[config.mk]
export PLATFORM = sky130hd
export DESIGN_NAME = sr_trigger_conditioner_flat
export DESIGN_NICKNAME = d
export VERILOG_FILES = /design/src/rtl/sr_trigger_conditioner_if.sv /design/src/rtl/sr_trigger_conditioner.sv /design/src/flat_wrapper.sv
export SDC_FILE = /design/constraint.sdc
export NUM_CORES = 1
export LEC_CHECK = 0
export ABC_CLOCK_PERIOD_IN_PS = 8400
export CORE_MARGIN = 4
export CORE_UTILIZATION = 40
export DETAILED_ROUTE_END_ITERATION = 12
export DONT_BUFFER_PORTS = 1
export GPL_TIMING_DRIVEN = 1
export SKIP_LAST_GASP = 1
export SYNTH_ARGS = -nofsm -noshare
export SYNTH_HDL_FRONTEND = slang
export SYNTH_SLANG_ARGS = --single-unit
[constraint.sdc]
create_clock -name clk -period 8.4 [get_ports clk]
set_clock_uncertainty 0.15 [all_clocks]
set_input_delay 0.42 -clock clk [delete_from_list [all_inputs] [get_ports clk]]
set_output_delay 0.42 -clock clk [all_outputs]
set_load 0.1 [all_outputs]
[src/rtl/sr_trigger_conditioner_if.sv]
// Signal bundle between the SR trigger conditioner and its sample source / ignition controller.
// The master side drives the sample strobe, inputs and thresholds; the slave side returns the qualifiers.
interface sr_trigger_conditioner_if #(
   parameter int WIDTH = 18
);
   logic                    clk_en;
   logic signed [WIDTH-1:0] cos_dphi;
   logic signed [WIDTH-1:0] beta_amp;
   logic signed [WIDTH-1:0] beta_lo_thr;
   logic signed [WIDTH-1:0] beta_hi_thr;
   logic [15:0]             quiet_dwell;
   logic signed [WIDTH-1:0] coherence_out;
   logic                    beta_quiet;
   logic                    warmup_done;

   modport master (
      output clk_en, cos_dphi, beta_amp, beta_lo_thr, beta_hi_thr, quiet_dwell,
      input  coherence_out, beta_quiet, warmup_done
   );

   modport slave (
      input  clk_en, cos_dphi, beta_amp, beta_lo_thr, beta_hi_thr, quiet_dwell,
      output coherence_out, beta_quiet, warmup_done
   );
endinterface

[src/rtl/sr_trigger_conditioner.sv]
// Conditions phase agreement into a clamped Q14 EMA coherence estimate and beta amplitude into a
// debounced, hysteretic quiet flag; all state advances on the sample strobe only.
module sr_trigger_conditioner #(
   parameter int WIDTH       = 18,
   parameter int FRAC        = 14,
   parameter int ALPHA_SHIFT = 6,
   parameter int WARMUP      = 256
) (
   input  logic                    clk,
   input  logic                    rst_n,
   sr_trigger_conditioner_if.slave sif
);
   localparam int ACC_W = WIDTH + ALPHA_SHIFT + 1;
   localparam int WC_W  = $clog2(WARMUP + 1);
   localparam logic signed [WIDTH-1:0] ONE = WIDTH'(2 ** FRAC);

   typedef enum logic [1:0] {NOISY, ARMING, QUIET} state_t;

   function automatic logic signed [WIDTH-1:0] clamp_unit(input logic signed [ACC_W-1:0] v);
      if (v < 0)
         return '0;
      if (v > ONE)
         return ONE;
      return v[WIDTH-1:0];
   endfunction

   logic signed [ACC_W-1:0] acc_p0;
   logic signed [ACC_W-1:0] cos_ext;
   logic signed [ACC_W-1:0] acc_nxt;
   logic signed [ACC_W-1:0] est_nxt;
   logic signed [WIDTH-1:0] coh_p0;
   logic [WC_W-1:0]         wcnt;
   logic [WC_W-1:0]         wcnt_nxt;
   logic                    done_p0;
   logic                    done_nxt;

   assign cos_ext  = {{(ACC_W-WIDTH){sif.cos_dphi[WIDTH-1]}}, sif.cos_dphi};
   assign acc_nxt  = acc_p0 + cos_ext - (acc_p0 >>> ALPHA_SHIFT);
   assign est_nxt  = acc_nxt >>> ALPHA_SHIFT;
   assign wcnt_nxt = (wcnt == WC_W'(WARMUP)) ? wcnt : wcnt + 1'b1;
   assign done_nxt = done_p0 | (wcnt_nxt == WC_W'(WARMUP));

   // Sample stage: EMA update and warm-up counter; the output reflects the sample just taken.
   always_ff @(posedge clk or negedge rst_n) begin
      if (!rst_n) begin
         acc_p0  <= '0;
         wcnt    <= '0;
         done_p0 <= 1'b0;
         coh_p0  <= '0;
      end else if (sif.clk_en) begin
         acc_p0  <= acc_nxt;
         wcnt    <= wcnt_nxt;
         done_p0 <= done_nxt;
         coh_p0  <= done_nxt ? clamp_unit(est_nxt) : '0;
      end
   end

   assign sif.coherence_out = coh_p0;
   assign sif.warmup_done   = done_p0;

   state_t                  state_q;
   state_t                  state_d;
   logic [15:0]             dcnt_q;
   logic [15:0]             dcnt_d;
   logic [15:0]             dwell_eff;
   logic [16:0]             dcnt_inc;
   logic signed [WIDTH-1:0] hi_eff;

   assign dwell_eff = (sif.quiet_dwell == 16'd0) ? 16'd1 : sif.quiet_dwell;
   assign hi_eff    = (sif.beta_hi_thr > sif.beta_lo_thr) ? sif.beta_hi_thr : sif.beta_lo_thr;
   assign dcnt_inc  = {1'b0, dcnt_q} + 17'd1;

   // A dwell lowered below the running count releases to QUIET on the next below-lo sample.
   always_comb begin
      state_d = state_q;
      dcnt_d  = dcnt_q;
      case (state_q)
         NOISY: begin
            if (sif.beta_amp < sif.beta_lo_thr) begin
               dcnt_d  = 16'd1;
               state_d = (dwell_eff == 16'd1) ? QUIET : ARMING;
            end
         end
         ARMING: begin
            if (sif.beta_amp >= sif.beta_lo_thr) begin
               dcnt_d  = '0;
               state_d = NOISY;
            end else begin
               dcnt_d = dcnt_inc[15:0];
               if (dcnt_inc >= {1'b0, dwell_eff})
                  state_d = QUIET;
            end
         end
         QUIET: begin
            if (sif.beta_amp > hi_eff) begin
               dcnt_d  = '0;
               state_d = NOISY;
            end
         end
         default: begin
            dcnt_d  = '0;
            state_d = NOISY;
         end
      endcase
   end

   // Quiet FSM stage
   always_ff @(posedge clk or negedge rst_n) begin
      if (!rst_n) begin
         state_q <= NOISY;
         dcnt_q  <= '0;
      end else if (sif.clk_en) begin
         state_q <= state_d;
         dcnt_q  <= dcnt_d;
      end
   end

   assign sif.beta_quiet = (state_q == QUIET);
endmodule
[src/flat_wrapper.sv]
// flat-port wrapper written by rule: the top's interface ports become plain ports
module sr_trigger_conditioner_flat 
#(
   parameter int WIDTH       = 18,
   parameter int FRAC        = 14,
   parameter int ALPHA_SHIFT = 6,
   parameter int WARMUP      = 256
)
  (clk, rst_n, sif_clk_en, sif_cos_dphi, sif_beta_amp, sif_beta_lo_thr, sif_beta_hi_thr, sif_quiet_dwell, sif_coherence_out, sif_beta_quiet, sif_warmup_done);
  sr_trigger_conditioner_if #(.WIDTH(WIDTH)) sif_i ();
  input  logic clk;
  input  logic rst_n;
  input wire logic [$bits(sif_i.clk_en)-1:0] sif_clk_en;
  input wire logic [$bits(sif_i.cos_dphi)-1:0] sif_cos_dphi;
  input wire logic [$bits(sif_i.beta_amp)-1:0] sif_beta_amp;
  input wire logic [$bits(sif_i.beta_lo_thr)-1:0] sif_beta_lo_thr;
  input wire logic [$bits(sif_i.beta_hi_thr)-1:0] sif_beta_hi_thr;
  input wire logic [$bits(sif_i.quiet_dwell)-1:0] sif_quiet_dwell;
  output wire logic [$bits(sif_i.coherence_out)-1:0] sif_coherence_out;
  output wire logic [$bits(sif_i.beta_quiet)-1:0] sif_beta_quiet;
  output wire logic [$bits(sif_i.warmup_done)-1:0] sif_warmup_done;
  assign sif_i.clk_en = sif_clk_en;
  assign sif_i.cos_dphi = sif_cos_dphi;
  assign sif_i.beta_amp = sif_beta_amp;
  assign sif_i.beta_lo_thr = sif_beta_lo_thr;
  assign sif_i.beta_hi_thr = sif_beta_hi_thr;
  assign sif_i.quiet_dwell = sif_quiet_dwell;
  assign sif_coherence_out = sif_i.coherence_out;
  assign sif_beta_quiet = sif_i.beta_quiet;
  assign sif_warmup_done = sif_i.warmup_done;
  sr_trigger_conditioner #(.WIDTH(WIDTH), .FRAC(FRAC), .ALPHA_SHIFT(ALPHA_SHIFT), .WARMUP(WARMUP)) u_core (.clk(clk), .rst_n(rst_n), .sif(sif_i));
endmodule
==> impl_results.html, run 1 <==
<table>
<tr><th>Metric</th><th>Value</th></tr>
<tr><th colspan="2">Route</th></tr>
<tr><td>DRT iter0 DRCs</td><td>~280</td></tr>
<tr><td>Via count of the routed design</td><td>5907</td></tr>
<tr><td>Remaining number of nets flagged by the antenna check after routing</td><td>0</td></tr>
<tr><td>Post-detailed-routing wire length</td><td>18.1 mm</td></tr>
<tr><td>Routed length per placed instance</td><td>between 15 and 20 µm</td></tr>
<tr><td>Detailed-routing iteration count for the pre-antenna-repair pass</td><td>4</td></tr>
<tr><td>Detailed-route vias per instance</td><td>5.35</td></tr>
<tr><td>DRC viols</td><td>0</td></tr>
<tr><th colspan="2">Finish</th></tr>
<tr><td>Fill cell instance count of the final layout</td><td>1809</td></tr>
<tr><td>Fraction of final layout cells with drive strength greater than 1</td><td>0.0469</td></tr>
<tr><td>Antenna diode count</td><td>0</td></tr>
<tr><td>Area added between synthesis and finish</td><td>6.99%</td></tr>
<tr><td>Core utilization of the finished layout</td><td>0.438</td></tr>
<tr><td>Count of nets after finishing</td><td>1084</td></tr>
<tr><td>Commonest non-fill, non-tap cell in the layout</td><td>sky130_fd_sc_hd__inv_1</td></tr>
<tr><td>Commonest cells after routing, fill and taps aside</td><td>sky130_fd_sc_hd__inv_1, sky130_fd_sc_hd__ha_1, sky130_fd_sc_hd__nand2_1</td></tr>
<tr><td>Non-filler instance count after layout</td><td>1104</td></tr>
<tr><th colspan="2">Floorplanning</th></tr>
<tr><td>Height of the die</td><td>144 µm</td></tr>
<tr><td>Boundary Pins</td><td>~110</td></tr>
<tr><td>Initial core utilization</td><td>0.410</td></tr>
<tr><td>Total die area</td><td>0.0208 mm²</td></tr>
<tr><td>Std-Cell Core Area</td><td>between 0.015 and 0.02 mm²</td></tr>
<tr><td>Width of the die</td><td>between 100 and 150 µm</td></tr>
<tr><td>Number of rows in the core area</td><td>49</td></tr>
<tr><th colspan="2">Critical path</th></tr>
<tr><td>Critical setup path kind</td><td>primary input to flip-flop</td></tr>
<tr><td>Max FO, Critical Path</td><td>21</td></tr>
<tr><td>Req. time, crit path</td><td>approximately 8.5 ns</td></tr>
<tr><td>Signal arrival time at the worst endpoint</td><td>4.74 ns</td></tr>
<tr><td>Kind of end point of the critical path</td><td>flip-flop</td></tr>
<tr><td>Startpoint Class</td><td>primary input</td></tr>
<tr><th colspan="2">Clock network</th></tr>
<tr><td>H-tree depth</td><td>3</td></tr>
<tr><td>Number of instances resized during post-cts repair</td><td>0</td></tr>
<tr><td>Count of hold-fix buffers inserted at cts</td><td>3</td></tr>
<tr><td>Insertion delay to the later sink of the worst-skew pair</td><td>0.34 ns</td></tr>
<tr><td>Clock buffer count from CTS</td><td>9</td></tr>
<tr><td>Number of buffers inserted to repair setup after CTS</td><td>0</td></tr>
<tr><td>Maximum count of clock buffers along a single path</td><td>2</td></tr>
<tr><td>Clock root cell</td><td>sky130_fd_sc_hd__clkbuf_16</td></tr>
<tr><td>Clock tree from TritonCTS</td><td>done</td></tr>
<tr><td>Sinks on Clock Net</td><td>71</td></tr>
<tr><td>Clock-pin slew reported for the worst setup and hold paths after clock tree synthesis</td><td>0.06 ns</td></tr>
<tr><th colspan="2">Logic synthesis</th></tr>
<tr><td>Portion of the post-synthesis area used by sequential elements</td><td>0.240</td></tr>
<tr><td>Cell count after synthesis</td><td>slightly below 900</td></tr>
<tr><td>Post-synthesis net count</td><td>around 1100</td></tr>
<tr><td>Synthesis warning total</td><td>0</td></tr>
<tr><td>Synth cell types</td><td>65</td></tr>
<tr><td>Fraction of registers with async set or reset after synthesis</td><td>1.00</td></tr>
<tr><td>Synthesized flop and latch total</td><td>71</td></tr>
<tr><td>Cell type with the largest total area after synthesis</td><td>sky130_fd_sc_hd__dfrtp_1</td></tr>
<tr><td>Yosys top cell area share</td><td>0.240</td></tr>
<tr><td>Combined area of all synthesized cells</td><td>approximately 0.0074 mm²</td></tr>
<tr><td>Number of enable-type register cells in the synthesized netlist</td><td>0</td></tr>
<tr><td>Ranking of synthesized cells by area</td><td>sky130_fd_sc_hd__dfrtp_1, sky130_fd_sc_hd__ha_1, sky130_fd_sc_hd__inv_1, sky130_fd_sc_hd__fa_1, sky130_fd_sc_hd__o21ai_0</td></tr>
<tr><td>Post-Synthesis Mean Instance Area</td><td>about 8.4 µm²</td></tr>
<tr><td>Top FF cell, synth</td><td>sky130_fd_sc_hd__dfrtp_1</td></tr>
<tr><th colspan="2">Timing</th></tr>
<tr><td>Final worst-path cycle share</td><td>0.553</td></tr>
<tr><td>Shortest clock period the worst path allows after layout</td><td>about 4.6 ns</td></tr>
<tr><td>Final max-slew violation count</td><td>0</td></tr>
<tr><td>Number of hold violations in the final report</td><td>0</td></tr>
<tr><td>Worst-Margin Slew</td><td>1.16 ns</td></tr>
<tr><td>Max Fclk</td><td>215 MHz</td></tr>
<tr><td>Final setup TNS</td><td>0 ns</td></tr>
<tr><td>Worst slew slack as a fraction of its limit</td><td>0.226</td></tr>
<tr><td>Final critical-path setup slack</td><td>between 3 and 4 ns</td></tr>
<tr><td>Unrepaired setup endpoints after global routing</td><td>no</td></tr>
<tr><td># setup viols final</td><td>0</td></tr>
<tr><th colspan="2">Global routing</th></tr>
<tr><td>Initial antenna violation count</td><td>0</td></tr>
<tr><td>Vias in the first global route</td><td>5876</td></tr>
<tr><td>Global-route wire length before repair</td><td>30.1 mm</td></tr>
<tr><td>Global route overflow</td><td>0</td></tr>
<tr><td>Largest net degree at the start of global routing</td><td>72</td></tr>
<tr><td>GR Util All Layers</td><td>0.180</td></tr>
<tr><th colspan="2">Power and ir drop</th></tr>
<tr><td>Maximum vdd ir drop</td><td>0.276 mV</td></tr>
<tr><td>Design Power</td><td>3.74 mW</td></tr>
<tr><td>Cell area power density</td><td>471 mW/mm²</td></tr>
<tr><td>Leakage power figure</td><td>between 4 and 5 nW</td></tr>
<tr><th colspan="2">Hold path</th></tr>
<tr><td>Hold Crit Class</td><td>primary input to flip-flop</td></tr>
<tr><th colspan="2">Placement</th></tr>
<tr><td>Half-perimeter wire length after detailed placement</td><td>14.6 mm</td></tr>
<tr><td>Routability congestion estimate</td><td>0.884</td></tr>
<tr><td>Dpl cells</td><td>between 1000 and 1500</td></tr>
<tr><td>Minimum setup slack after placement</td><td>3.41 ns</td></tr>
<tr><td>Number of port buffers</td><td>0</td></tr>
<tr><th colspan="2">Flow run</th></tr>
<tr><td>Max-capacitance violation count</td><td>0</td></tr>
<tr><th colspan="2">Outcome</th></tr>
<tr><td>Run status</td><td>completed</td></tr>
</table>
## worst paths after layout
path | startpoint | endpoint | slack, ns | cells after the start
worst max-delay path | sif_beta_lo_thr[1] | u_core.dcnt_q[5] | 3.75 | 21
worst min-delay path | sif_clk_en | u_core.sif.coherence_out[17] | 0.06 | 1
worst max register to register | u_core.acc_p0[7] | u_core.sif.coherence_out[2] | 4.21 | 13
worst min register to register | u_core.wcnt[5] | u_core.wcnt[5] | 0.37 | 1
max in group asynchronous | rst_n | u_core.acc_p0[23] | 7.26 | 2
min in group asynchronous | rst_n | u_core.sif.coherence_out[17] | 0.46 | 2
## where the power goes
part	total, mW	internal, mW	leakage [nW]	switching [mW]
Sequential	0.536	0.440	0.928	0.0965
Combinational	2.81	1.06	2.95	1.75
Clock	0.389	0.237	0.146	0.152
Total	3.74	1.74	4.02	2.00
## worst max-delay path, cell delays in order
cell and delay [ns]:
sky130_fd_sc_hd__inv_1 0.04, sky130_fd_sc_hd__ha_1 0.28, sky130_fd_sc_hd__nor2b_1 0.13, sky130_fd_sc_hd__o21a_1 0.16, sky130_fd_sc_hd__o21a_1 0.17, sky130_fd_sc_hd__o21a_1 0.16, sky130_fd_sc_hd__o21ai_0 0.16, sky130_fd_sc_hd__nand2b_1 0.07
sky130_fd_sc_hd__a21oi_1 0.17, sky130_fd_sc_hd__o21ai_2 0.08, sky130_fd_sc_hd__buf_4 0.24, sky130_fd_sc_hd__mux2i_1 0.16, sky130_fd_sc_hd__ha_1 0.32, sky130_fd_sc_hd__a2111oi_0 0.40, sky130_fd_sc_hd__o211ai_1 0.15, sky130_fd_sc_hd__a21oi_1 0.17
sky130_fd_sc_hd__nor3_1 0.08, sky130_fd_sc_hd__o31ai_1 0.43, sky130_fd_sc_hd__a221o_1 0.65, sky130_fd_sc_hd__o21ai_0 0.19, sky130_fd_sc_hd__o31ai_1 0.09
## cell type report
class,count,area (µm²),area share
Multi-Input combinational cell,633,4940,0.624
Sequential cell,71,1780,0.224
Inverter,150,563,0.0710
Tap cell,229,287,0.0362
Clock buffer,12,246,0.0311
Timing Repair Buffer,5,62.6,0.00789
Clock inverter,4,45.0,0.00568
## flip-flops by register name (all words and copies together) (netlist names)
signal                    count
u_core.dcnt_q                16
u_core.acc_p0                25
u_core.sif.warmup_done        1
u_core.wcnt                   9
u_core.sif.coherence_out     18
u_core.state_q                2
## kinds of logic after synthesis
| logic type | after synthesis | synth area share |
|---|---|---|
| adders and majority gates | 123 | 0.232 |
| AOI/OAI and AO/OA | 204 | 0.184 |
| muxes | 28 | 0.0385 |
| buffers and inverters | 177 | 0.0934 |
| xor gates and xnor gates | 44 | 0.0520 |
| DFF | 71 | 0.240 |
| and+or+nand+nor | 234 | 0.160 |
## cells in the mapped netlist, drive strengths merged, types with 6 or more instances
master	count
inv	150
ha	99
nand2	72
dfrtp	71
o21ai	70
a21oi	46
nor2	39
fa	24
mux2i	24
xnor2	24
nand3	22
nand4	20
xor2	20
a21o	19
buf	17
nor2b	16
nand2b	14
nor3	14
and3	12
clkbuf	10
o32ai	9
nor4	8
o211ai	8
o2bb2ai	7
o31ai	6
## metrics by stage
stage / instance area (µm²) / hold WS (ns)
CTS: 7930 / 0.00503
finish: 7930 / 0.0645
global placement: 7590 / -0.0219
global route: 7930 / 0.0161
detailed placement: 7590 / -0.0216
floorplan: 7410 / -0.0256
## layer usage
layer | global-route usage | up-vias | wire [µm]
li1 | - | 3012 | -
met1 | 0.268 | 2738 | 9170
met5 | 0 | - | 0
met4 | 0.0451 | 0 | 321
met3 | 0.0377 | 26 | 899
met2 | 0.267 | 131 | 7730
(Power assumes the default switching activity.)
==> inputs of run 2 (changes only) <==
- ABC_AREA: not set -> 1
- ABC_CLOCK_PERIOD_IN_PS: 8400 -> 4800
- clock period: 8.4 -> 4.8 ns (I/O delays scaled with it)
==> run 2 against run 1 <==
  * Area after synthesis rose by 11%
  * Global-route usage rose by 0.48 points
  * Synthesized cell count increased by 44%
  * Die area is 11% higher
  * Wire length increased by 13%
  * First-iteration DRC count up 42%
  * Critical endpoint is now u_core.dcnt_q[8]
  * Flip-flop and latch count did not move
  * Register-to-register slack got worse by 2.8 ns
  * Final area increased by 12%
  * Clock-buffer cell count shrank 2
==> impl_results.html, run 2 <==
<table>
<tr><th>Metric</th><th>Value</th></tr>
<tr><th colspan="2">Finish</th></tr>
<tr><td>Non-Filler Cell Area, Final</td><td>between 0.008 and 0.009 mm²</td></tr>
<tr><td>Fraction of final layout cells with drive strength greater than 1</td><td>0.0497</td></tr>
<tr><td>Commonest cells after routing, fill and taps aside</td><td>sky130_fd_sc_hd__nand2_1, sky130_fd_sc_hd__inv_1, sky130_fd_sc_hd__ha_1</td></tr>
<tr><td>Core utilization of the finished layout</td><td>0.440</td></tr>
<tr><td>Count of nets after finishing</td><td>1477</td></tr>
<tr><td>Area added between synthesis and finish</td><td>8.11%</td></tr>
<tr><td>Commonest non-fill, non-tap cell in the layout</td><td>sky130_fd_sc_hd__nand2_1</td></tr>
<tr><td>Largest register by flop count</td><td>u_core.acc_p0</td></tr>
<tr><td>Max reg flops</td><td>25</td></tr>
<tr><td>Antenna diode count</td><td>0</td></tr>
<tr><th colspan="2">Clock network</th></tr>
<tr><td>Count of hold-fix buffers inserted at cts</td><td>3</td></tr>
<tr><td>Clock buffer count from CTS</td><td>9</td></tr>
<tr><td>Number of buffers inserted to repair setup after CTS</td><td>0</td></tr>
<tr><td>Clock tree from TritonCTS</td><td>done</td></tr>
<tr><td>Maximum count of clock buffers along a single path</td><td>2</td></tr>
<tr><td>Clock-pin slew reported for the worst setup and hold paths after clock tree synthesis</td><td>0.06 ns</td></tr>
<tr><td>Insertion delay to the later sink of the worst-skew pair</td><td>0.34 ns</td></tr>
<tr><td>H-tree depth</td><td>3</td></tr>
<tr><td>Sinks on Clock Net</td><td>71</td></tr>
<tr><td>Clock root cell</td><td>sky130_fd_sc_hd__clkbuf_16</td></tr>
<tr><td>Number of instances resized during post-cts repair</td><td>0</td></tr>
<tr><th colspan="2">Logic synthesis</th></tr>
<tr><td>Portion of the post-synthesis area used by sequential elements</td><td>0.216</td></tr>
<tr><td>Synth cell types</td><td>41</td></tr>
<tr><td>Synthesized flop and latch total</td><td>71</td></tr>
<tr><td>Fraction of registers with async set or reset after synthesis</td><td>1.00</td></tr>
<tr><td>Post-synth top cells</td><td>sky130_fd_sc_hd__nand2_1, sky130_fd_sc_hd__inv_1, sky130_fd_sc_hd__ha_1</td></tr>
<tr><td>Post-Synthesis Mean Instance Area</td><td>6.50 µm²</td></tr>
<tr><td>Number of enable-type register cells in the synthesized netlist</td><td>0</td></tr>
<tr><td>Cell type with the largest total area after synthesis</td><td>sky130_fd_sc_hd__dfrtp_1</td></tr>
<tr><td>Synthesis warning total</td><td>0</td></tr>
<tr><td>Ranking of synthesized cells by area</td><td>sky130_fd_sc_hd__dfrtp_1, sky130_fd_sc_hd__nand2_1, sky130_fd_sc_hd__ha_1, sky130_fd_sc_hd__inv_1, sky130_fd_sc_hd__fa_1</td></tr>
<tr><td>Yosys top cell area share</td><td>0.216</td></tr>
<tr><td>Post-synthesis net count</td><td>1481</td></tr>
<tr><td>Library cell with the highest instance count after synthesis</td><td>sky130_fd_sc_hd__nand2_1</td></tr>
<tr><td>Cell count after synthesis</td><td>1267</td></tr>
<tr><td>Combined area of all synthesized cells</td><td>0.00824 mm²</td></tr>
<tr><td>Top FF cell, synth</td><td>sky130_fd_sc_hd__dfrtp_1</td></tr>
<tr><th colspan="2">Placement</th></tr>
<tr><td>Cell area after placement</td><td>0.00848 mm²</td></tr>
<tr><td>Half-perimeter wire length after detailed placement</td><td>16.9 mm</td></tr>
<tr><td>Number of port buffers</td><td>0</td></tr>
<tr><td>Minimum setup slack after placement</td><td>0.396 ns</td></tr>
<tr><td>Routability congestion estimate</td><td>0.907</td></tr>
<tr><th colspan="2">Timing</th></tr>
<tr><td>Number of hold violations in the final report</td><td>0</td></tr>
<tr><td>Worst-Margin Slew</td><td>around 1.1 ns</td></tr>
<tr><td>Unrepaired setup endpoints after global routing</td><td>no</td></tr>
<tr><td>Final worst-path cycle share</td><td>0.845</td></tr>
<tr><td>Final setup TNS</td><td>0 ns</td></tr>
<tr><td>Worst slew slack as a fraction of its limit</td><td>0.250</td></tr>
<tr><td># setup viols final</td><td>0</td></tr>
<tr><td>Max Fclk</td><td>247 MHz</td></tr>
<tr><td>Final max-slew violation count</td><td>0</td></tr>
<tr><td>Final critical-path setup slack</td><td>around 0.75 ns</td></tr>
<tr><td>Shortest clock period the worst path allows after layout</td><td>approximately 4.1 ns</td></tr>
<tr><th colspan="2">Route</th></tr>
<tr><td>Routed length per placed instance</td><td>13.4 µm</td></tr>
<tr><td>Detailed-route vias per instance</td><td>4.87</td></tr>
<tr><td>DRT iter0 DRCs</td><td>391</td></tr>
<tr><td>Via count of the routed design</td><td>7479</td></tr>
<tr><td>Post-detailed-routing wire length</td><td>20.5 mm</td></tr>
<tr><td>Detailed-routing iteration count for the pre-antenna-repair pass</td><td>5</td></tr>
<tr><td>DRC viols</td><td>0</td></tr>
<tr><td>Remaining number of nets flagged by the antenna check after routing</td><td>0</td></tr>
<tr><th colspan="2">Global routing</th></tr>
<tr><td>Global route overflow</td><td>0</td></tr>
<tr><td>Largest net degree at the start of global routing</td><td>72</td></tr>
<tr><td>GR Util All Layers</td><td>0.185</td></tr>
<tr><td>Global-route wire length before repair</td><td>roughly 34 mm</td></tr>
<tr><td>Initial antenna violation count</td><td>0</td></tr>
<tr><td>Vias in the first global route</td><td>7144</td></tr>
<tr><th colspan="2">Floorplanning</th></tr>
<tr><td>Height of the die</td><td>about 150 µm</td></tr>
<tr><td>Number of rows in the core area</td><td>52</td></tr>
<tr><td>Boundary Pins</td><td>approximately 110</td></tr>
<tr><td>Initial core utilization</td><td>0.407</td></tr>
<tr><td>Width of the die</td><td>152 µm</td></tr>
<tr><td>Std-Cell Core Area</td><td>0.0202 mm²</td></tr>
<tr><td>Total die area</td><td>0.0230 mm²</td></tr>
<tr><th colspan="2">Critical path</th></tr>
<tr><td>Startpoint Class</td><td>primary input</td></tr>
<tr><td>Critical setup path kind</td><td>primary input to flip-flop</td></tr>
<tr><td>Req. time, crit path</td><td>4.88 ns</td></tr>
<tr><td>Depth of the most critical reg-to-reg path</td><td>15</td></tr>
<tr><td>Worst reg2reg setup slack</td><td>~1.5 ns</td></tr>
<tr><td>Worst r2r dst</td><td>u_core.sif.coherence_out[1]</td></tr>
<tr><td>Kind of end point of the critical path</td><td>flip-flop</td></tr>
<tr><td>Max FO, Critical Path</td><td>36</td></tr>
<tr><td>Critical path's most frequent cell</td><td>sky130_fd_sc_hd__nand2_1</td></tr>
<tr><td>Signal arrival time at the worst endpoint</td><td>4.13 ns</td></tr>
<tr><td>CP bufs+invs</td><td>5</td></tr>
<tr><td>Worst reg2reg startpoint</td><td>u_core.acc_p0[1]</td></tr>
<tr><td>Crit-path slowest cell</td><td>sky130_fd_sc_hd__nand3_2</td></tr>
<tr><td>Slowest Stage Delay on Critical Path</td><td>0.50 ns</td></tr>
<tr><td>Family with the most delay on the worst path</td><td>simple AND/OR/NAND/NOR gates</td></tr>
<tr><th colspan="2">Outcome</th></tr>
<tr><td>Run status</td><td>completed</td></tr>
<tr><th colspan="2">Hold path</th></tr>
<tr><td>Worst min-delay path startpoint</td><td>sif_clk_en</td></tr>
<tr><td>Hold depth</td><td>3</td></tr>
<tr><td>Hold Crit Class</td><td>primary input to flip-flop</td></tr>
<tr><td>Hold path endpoint</td><td>u_core.acc_p0[24]</td></tr>
<tr><th colspan="2">Flow run</th></tr>
<tr><td>Max-capacitance violation count</td><td>0</td></tr>
</table>
-- run 2: cell types whose count changed in the layout (fill, tap and decap cells not counted), sizes merged, moves of 9 or more --
cell	delta
nor2	+61
nor2b	-16
nand2b	-14
a21o	-17
o32ai	-9
inv	+138
xnor2	-22
mux2i	-24
and3	-12
nand4	+11
o21ai	+9
nand2	+313
nand3	+45
-- run 2: worst max-delay path by stage --
stage / start / endpoint / slack (ns) / cells after the start
2_1_floorplan: sif_beta_lo_thr[17] / u_core.state_q[0] / 1.25 / 26
3_3_place_gp: sif_beta_lo_thr[17] / u_core.dcnt_q[8] / 0.44 / 25
3_5_place_dp: sif_beta_lo_thr[17] / u_core.dcnt_q[1] / 0.40 / 26
4_1_cts: sif_beta_lo_thr[17] / u_core.dcnt_q[1] / 0.75 / 26
5_1_grt: sif_beta_lo_thr[17] / u_core.dcnt_q[8] / 0.26 / 24
6_report: sif_beta_lo_thr[17] / u_core.dcnt_q[8] / 0.75 / 26
-- run 2: cell families after synthesis --
family / after synthesis / share of synthesized area
DFF: 71 / 0.216
and+or+nand+nor: 613 / 0.324
AOI/OAI and AO/OA: 132 / 0.0852
adders and majority gates: 123 / 0.209
xor gates and xnor gates: 20 / 0.0213
buffers and inverters: 308 / 0.145
-- run 2: metrics by stage --
step | instances | hold slack (ns)
after floorplan | 1267 | -0.206
after global placement | 1519 | -0.204
after detailed placement | 1519 | -0.204
after CTS | 1537 | 0.00154
after global routing | 1537 | 0.0201
final | 1537 | 0.0119
-- run 2: area by class of cell --
| type | instances | area, µm² |
|---|---|---|
| Clock buffer | 10 | 239 |
| Clock inverter | 5 | 129 |
| Fill cell | 2157 | 11300 |
| Inverter | 288 | 1080 |
| Multi-Input combinational cell | 888 | 5270 |
| Sequential cell | 71 | 1780 |
| Tap cell | 270 | 338 |
| Timing Repair Buffer | 5 | 72.6 |
-- run 2: layer usage --
| metal | vias up | track usage | share of wire |
|---|---|---|---|
| met5 | - | 0 | 0 |
| met4 | 0 | 0.0431 | 0.019 |
| met3 | 21 | 0.0324 | 0.047 |
| met2 | 139 | 0.311 | 0.46 |
| met1 | 3394 | 0.250 | 0.47 |
| li1 | 3925 | - | - |
-- run 2: worst reg2reg max path, stage by stage, from the launching register on --
cell and delay (ns):
sky130_fd_sc_hd__dfrtp_1 0.38, sky130_fd_sc_hd__inv_1 0.09, sky130_fd_sc_hd__fa_1 0.48, sky130_fd_sc_hd__fa_1 0.43
sky130_fd_sc_hd__inv_1 0.17, sky130_fd_sc_hd__nand3_1 0.10, sky130_fd_sc_hd__nand2_1 0.19, sky130_fd_sc_hd__nand2_1 0.10
sky130_fd_sc_hd__nand2_2 0.12, sky130_fd_sc_hd__xnor2_1 0.23, sky130_fd_sc_hd__nand3_1 0.16, sky130_fd_sc_hd__nor2_2 0.15
sky130_fd_sc_hd__nand4_1 0.11, sky130_fd_sc_hd__nand2_2 0.24, sky130_fd_sc_hd__nand2_1 0.12, sky130_fd_sc_hd__nand2_1 0.07
Power of run 2 is not shown: default switching activity piles up to over one toggle a cycle in this logic, so the estimate is an artifact.
